[src/rtl/serial_adder_pkg.sv]
// Shared types and constants for the bit-serial adder.
package serial_adder_pkg;

    localparam int DEFAULT_WIDTH = 8;

    typedef logic [1:0] state_t;

    localparam state_t ST_IDLE = 2'd0;
    localparam state_t ST_ADD  = 2'd1;
    localparam state_t ST_DONE = 2'd2;

endpackage

[src/rtl/serial_adder_full_adder.sv]
// One-bit combinational full-adder cell.
module full_adder (
    input  logic a,
    input  logic b,
    input  logic cin,
    output logic s,
    output logic cout
);

    assign s    = a ^ b ^ cin;
    assign cout = (a & b) | (cin & (a ^ b));

endmodule

[src/rtl/serial_adder.sv]
// Bit-serial LSB-first adder: WIDTH cycles per add through one full_adder cell.
// Optional signed-overflow output enabled by defining SERIAL_ADDER_OVF_EN.
module serial_adder
    import serial_adder_pkg::*;
#(
    parameter int WIDTH = DEFAULT_WIDTH
) (
    input  logic             clk,
    input  logic             rst,
    input  logic             in_valid,
    output logic             in_ready,
    input  logic [WIDTH-1:0] a_in,
    input  logic [WIDTH-1:0] b_in,
    input  logic             cin_in,
    output logic             out_valid,
    input  logic             out_ready,
    output logic [WIDTH-1:0] sum_out,
    output logic             cout_out
`ifdef SERIAL_ADDER_OVF_EN
    ,
    output logic             ovf_out
`endif
);

    localparam int CNT_W = (WIDTH > 1) ? $clog2(WIDTH) : 1;
    localparam logic [CNT_W-1:0] LAST = CNT_W'(WIDTH - 1);

    state_t             state;
    logic [WIDTH-1:0]   a_sh;
    logic [WIDTH-1:0]   b_sh;
    logic [WIDTH-1:0]   sum_q;
    logic [WIDTH-1:0]   sum_nxt;
    logic               carry_q;
    logic [CNT_W-1:0]   cnt;
    logic               fa_s;
    logic               fa_c;
    logic               last_bit;

    full_adder u_fa (
        .a    (a_sh[0]),
        .b    (b_sh[0]),
        .cin  (carry_q),
        .s    (fa_s),
        .cout (fa_c)
    );

    // Sum bits enter at the MSB so that after WIDTH shifts bit 0 lands at index 0.
    always_comb begin
        sum_nxt            = sum_q >> 1;
        sum_nxt[WIDTH-1]   = fa_s;
    end

    assign last_bit = (state == ST_ADD) && (cnt == LAST);

    always_ff @(posedge clk) begin
        if (rst) begin
            state   <= ST_IDLE;
            a_sh    <= '0;
            b_sh    <= '0;
            sum_q   <= '0;
            carry_q <= 1'b0;
            cnt     <= '0;
        end else begin
            case (state)
                ST_IDLE: begin
                    if (in_valid) begin
                        a_sh    <= a_in;
                        b_sh    <= b_in;
                        carry_q <= cin_in;
                        cnt     <= '0;
                        state   <= ST_ADD;
                    end
                end
                ST_ADD: begin
                    a_sh    <= a_sh >> 1;
                    b_sh    <= b_sh >> 1;
                    sum_q   <= sum_nxt;
                    carry_q <= fa_c;
                    cnt     <= cnt + CNT_W'(1);
                    if (last_bit)
                        state <= ST_DONE;
                end
                ST_DONE: begin
                    if (out_ready)
                        state <= ST_IDLE;
                end
                default: state <= ST_IDLE;
            endcase
        end
    end

    assign in_ready  = (state == ST_IDLE);
    assign out_valid = (state == ST_DONE);
    assign sum_out   = sum_q;
    assign cout_out  = carry_q;

`ifdef SERIAL_ADDER_OVF_EN
    logic ovf_q;

    // On the MSB cycle carry_q is the carry into the MSB and fa_c the carry out.
    always_ff @(posedge clk) begin
        if (rst)
            ovf_q <= 1'b0;
        else if (last_bit)
            ovf_q <= carry_q ^ fa_c;
    end

    assign ovf_out = ovf_q;
`endif

endmodule
[config.mk]
export PLATFORM = sky130hd
export DESIGN_NAME = serial_adder
export DESIGN_NICKNAME = d
export VERILOG_FILES = /design/src/rtl/serial_adder_pkg.sv /design/src/rtl/serial_adder_full_adder.sv /design/src/rtl/serial_adder.sv
export SDC_FILE = /design/constraint.sdc
export NUM_CORES = 1
export LEC_CHECK = 0
export ABC_CLOCK_PERIOD_IN_PS = 1350
export BUFFER_PORTS_ARGS = -buffer_cell sky130_fd_sc_hd__buf_2
export CORE_UTILIZATION = 40
export CTS_CLUSTER_SIZE = 8
export DETAILED_ROUTE_END_ITERATION = 10
export GPL_ROUTABILITY_DRIVEN = 0
export GPL_TIMING_DRIVEN = 0
export PLACE_DENSITY = 0.69
export SLEW_MARGIN = 20
export SYNTH_ARGS = -nofsm -noshare
export SYNTH_HDL_FRONTEND = slang
export SYNTH_SLANG_ARGS = --single-unit
[constraint.sdc]
create_clock -name clk -period 1.35 [get_ports clk]
set_input_delay 0.405 -clock clk [delete_from_list [all_inputs] [get_ports clk]]
set_output_delay 0.405 -clock clk [all_outputs]
set_load 0.1 [all_outputs]
## Word level (Yosys, flattened, before mapping)

Index checks and enable logic that the tools add are counted.

| word-level totals | value |
|---|---|
| logic and storage cells | 35 |
| ROM bits | 0 |
| RAM bits | 0 |
| input bits | 21 |
| latch bits | 0 |
| register bits | 30 |
| memories | 0 |

| operators by class | value |
|---|---|
| eq/ne operators | 6 |
| shift-type cells | 0 |
| add/subtract/negate cells | 1 |
| reductions and logical operators | 5 |
| bitwise gates (word level) | 5 |
| mux-type cells | 12 |
| $lt $le $gt $ge | 0 |
| divide/modulo/power cells | 0 |
| multiply operators | 0 |

Operator list:

| kind | number |
|---|---|
| 8-bit one-hot mux with 2 select lines | 2 |
| 8-bit 2-to-1 mux | 2 |
| 2-bit 2-to-1 mux | 3 |
| 2-bit one-hot mux with 3 select lines | 1 |
| 3-bit one-hot mux with 2 select lines | 1 |
| 2-bit != test, second input constant | 2 |
| 3-bit by 1-bit adder with 3-bit output, second input constant | 1 |
| 3-bit == test, second input constant | 1 |
| 3-bit 2-to-1 mux | 1 |
| 3-bit AND reduction | 1 |
| 1-bit bitwise AND | 2 |
| 2-bit by 1-bit == test with 1-bit output, second input constant | 1 |
| 2-bit == test, second input constant | 1 |
| 2-bit logical NOT | 1 |
| 2-bit by 1-bit != test with 1-bit output, second input constant | 1 |
| 1-bit one-hot mux with 2 select lines | 1 |
| 2-bit AND reduction | 1 |
| 2-bit nonzero test | 1 |
| 1-bit bitwise XOR | 2 |
| 1-bit logical AND | 1 |
| 1-bit 2-to-1 mux | 1 |
| 1-bit bitwise OR | 1 |

## Depth between registers and ports, before layout

| logic depth | value |
|---|---|
| depth in word-level cells | 4 |
| gate-level depth with buffers | 5 |
| gate-level depth less buffers | 5 |

## By module

A second synthesis with hierarchy kept.

| second synthesis, totals | value |
|---|---|
| cell total of the unflattened synthesis | 135 |
| area, all modules | 1,286.2 um^2 |

Modules (own cells, without submodules):

| module | seq. area each (um^2) | area an instance (um^2) | times used | cells each |
|---|---|---|---|---|
| serial_adder | 600.6 | 1,266.2 | 1 | 134 |
| full_adder | 0.0 | 20.0 | 1 | 1 |

## Least setup slack after synthesis

No wires, ideal clock.

| timing | value |
|---|---|
| kind | reg2reg |
| from | reg state[1] |
| to | reg state[1] |
| slack | -905 ps |
| setup time | 71 ps |
| stages on the path, launching flop included | 4 |
| data required time | 1,279 ps |
| arrival | 2,184 ps |
| period minus slack after synthesis | 2,255 ps |
| path through | dfxtp_1 nor2b_1 a22oi_1 nor2_1 |

RTL lines:

| item | line | RTL |
|---|---|---|
| start, declared | serial_adder.sv:28 | `state_t state;` |
| start signal, assigned | serial_adder.sv:57 | `state <= ST_IDLE;` |
| start signal, assigned | serial_adder.sv:71 | `state <= ST_ADD;` |
| start signal, assigned | serial_adder.sv:81 | `state <= ST_DONE;` |
| 2-bit == test * | -- |  |
| via out_valid | serial_adder.sv:15 | `output logic out_valid,` |
| 2-bit by 1-bit != test with 1-bit output (no source line) | -- |  |
| 3-bit AND reduction (no source line) | -- |  |

Mark *: on every way through the listed nets, which the timed path passes. The rest lies on a longest branch.
A chain may end at the register's enable or synchronous reset.

## Worst setup path in the final report

| timing | value |
|---|---|
| from | reg state[1] |
| to | out out_valid |

| between the ends | value |
|---|---|
| longest elaborated chain between the ends | 1 |

Ends and longest elaborated chain:

| item | line | RTL |
|---|---|---|
| 2-bit == test | serial_adder.sv:93 | `assign out_valid = (state == ST_DONE);` |
| end, declared | serial_adder.sv:15 |  |

Every way passes these cells.

==> impl_metrics.yaml <==
outcome:
  status: "finished, violations left"
  violations: "negative setup slack"
finish:
  regArea_um2: 622
  final_layout_size_suffix_gt1_share_pct: 47.5
  n_fill_cell: 274
  fin_nets: 202
  area_growth_pct: 45.8
  multi_input_area_um2: 622
  n_antenna_cell: 0
  fin_area_mm2: 0.00188
  finalNonFillerCells: 223
global_routing:
  met2_usage_pct: 29.4
  antenna_found_initial: 0
  track_usage_pct: 19.7
  grt-ovfl-total: 0
  grt_pass1_wl_um: 4990
  grt_pass1_vias: 1125
  grt_max_degree: 11
  met3_usage_pct: 7.47
  grt-busiest-layer: "met2"
  met1_usage_pct: 24.7
sta:
  slew_headroom_pct: 53.8
  finalCritPeriodShare_pct: 110
  hold_violations: 0
  max_freq_ghz: 0.675
  rsz0062_at_grt: "true"
  setup-tns-final_ns: -0.212
  tightest_slew_ns: 0.693
  setup_viol: 2
  fin_crit_ns: 1.48
  slew_violations: 0
  timing.final.ws_setup_ns: -0.131
  fin_skew_ns: 0.0124
placement:
  placed_area_mm2: 0.00152
  io_buffers: 30
  preCtsSetupSlack_ns: -0.163
  dp_cells: 209
  hpwl_um: 1940
yosys:
  ys_types: 25
  ys_ff_latch: 30
  synth_nets: 159
  yosys_warnings: 0
  yosysSeqAreaShare_pct: 46.6
  syn_area_mm2: 0.00129
  avgSynthCellArea_um2: 9.56
  synthCells: 135
floorplan:
  core_mm2: 0.00305
  initial_core_util_pct: 42.3
  std_cell_rows: 20
  ios: 32
  fp.dieArea_mm2: 0.00346
  die_h_um: 58.8
  fp.dieW_um: 58.8
detailed_routing:
  finalWirelength_um: 3070
  wl_per_cell_um: 13.8
  viasPerCell: 4.96
  drtAntennaViolNets: 0
  vias: 1105
  drc_errors: 0
  drt_iter0_markers: 61
  dr.pass1.iters: 4
clocking:
  hold_buffers: 0
  path_clk_slew_ns: 0.11
  cts_tree: "done"
  clkLatencyLatePin_ns: 0.34
  clock_sinks: 30
  clockBufferDepth: 2
  cts_buffers: 5
  cts-root-buf: "clkbuf_4"
  cts-htree-levels: 2
worst_setup_path:
  worstPathRequired_ns: 0.95
  cp.arrival_ns: 1.08
  slowest_stage: "dfxtp_4"
  critPathTopFamily: "flip-flops"
  worst-setup-path-type: "register to primary output"
  path_max_fanout: 4
  crit_path_end_kind: "primary output"
  start_kind: "register"
  worstPathCellList: "nor2b_4 -> buf_12"
  slowest_delay_ns: 0.38
  cp_num_buf_inv: 1
pwr:
  power.leakage_nw: 0.738
  cellPowerDensity_mw_per_mm2: 1040
  ir_worst_vdd_mv: 0.488
min_path:
  hold_class: "input port to register"
run:
  cap_violations: 0
## registers in the layout, indices dropped and copies added, names as in the netlist
register,count
a_sh,8
b_sh,8
cnt,3
cout_out,1
state,2
sum_out,8
## cell type report
class                           count  area share (%)
Timing Repair Buffer               36            20.1
Clock buffer                        6            2.73
Inverter                           17            3.39
Buffer                              9            4.06
Sequential cell                    30            33.1
Tap cell                           44            2.93
Clock inverter                      2           0.665
Multi-Input combinational cell     79            33.1
## per-layer routing
layer / wire (µm) / share of wire, %
met1: 1410 / 46
met2: 1460 / 47
met3: 154 / 5.0
met5: 0 / 0
met4: 50 / 1.6
## what timing repair did
action                     4_1_cts  5_1_grt
pin swaps                        1        2
resized for setup               53       13
setup endpoints to repair       11       17
cloned                           0        1
buffers inserted                 3        2
## metrics by stage
step	hold slack [ns]	total power [mW]	utilization, %
after floorplan	0.454	1.23	-
after global placement	0.441	1.30	49.8
after detailed placement	0.463	1.31	49.8
after CTS	0.320	1.93	58.3
after global routing	0.329	2.05	61.6
final	0.324	1.96	61.6
## synth_stat cells (all sizes together)
| master | n | share of area (%) |
|---|---|---|
| a21oi | 23 | 11 |
| a22oi | 3 | 1.7 |
| a32oi | 2 | 1.4 |
| buf | 7 | 4.8 |
| clkbuf | 2 | 0.58 |
| dfxtp | 30 | 47 |
| fa | 1 | 1.6 |
| ha | 2 | 1.9 |
| inv | 17 | 4.9 |
| mux2i | 2 | 1.6 |
| nand2 | 17 | 5.1 |
| nand2b | 1 | 0.49 |
| nor2 | 9 | 3.0 |
| nor2b | 2 | 0.97 |
| nor3 | 1 | 0.39 |
| o21bai | 1 | 0.58 |
| o221a | 15 | 13 |
## report_power, final
group | switching (mW) | internal (mW)
clock network | 0.335 | 0.250
logic | 0.217 | 0.179
registers | 0.0425 | 0.937
## final timing paths
check                   from         end  slack, ns  cells past startpoint
setup / recovery    state[1]   out_valid      -0.13                      2
hold / removal        cin_in    cout_out       0.32                      2
setup reg to reg    state[0]     b_sh[4]       0.02                      6
hold reg to reg   sum_out[2]  sum_out[1]       0.47                      2
## cells in the final DEF, fill, tap and decap left out, drive strengths merged
master,synthesis,layout
nor2,9,9
inv,17,17
a32oi,2,2
o21bai,1,1
clkinvlp,0,1
dfxtp,30,30
o221a,15,15
buf,7,42
nand2b,1,1
ha,2,2
a21oi,23,23
clkbuf,2,9
mux2i,2,2
clkinv,0,1
fa,1,1
a22oi,3,3
nand2,17,17
nor2b,2,2
nor3,1,1
## cell families (layout without fill, tap and decap cells)
logic type / Yosys count / in the layout / share of synthesized area (%)
compound gates: 44 / 44 / 28.0
simple gates: 30 / 30 / 9.99
flops: 30 / 30 / 46.6
buf+inv: 26 / 70 / 10.4
mux: 2 / 2 / 1.55
fa+ha+maj: 3 / 3 / 3.49
(Power assumes the default switching activity.)
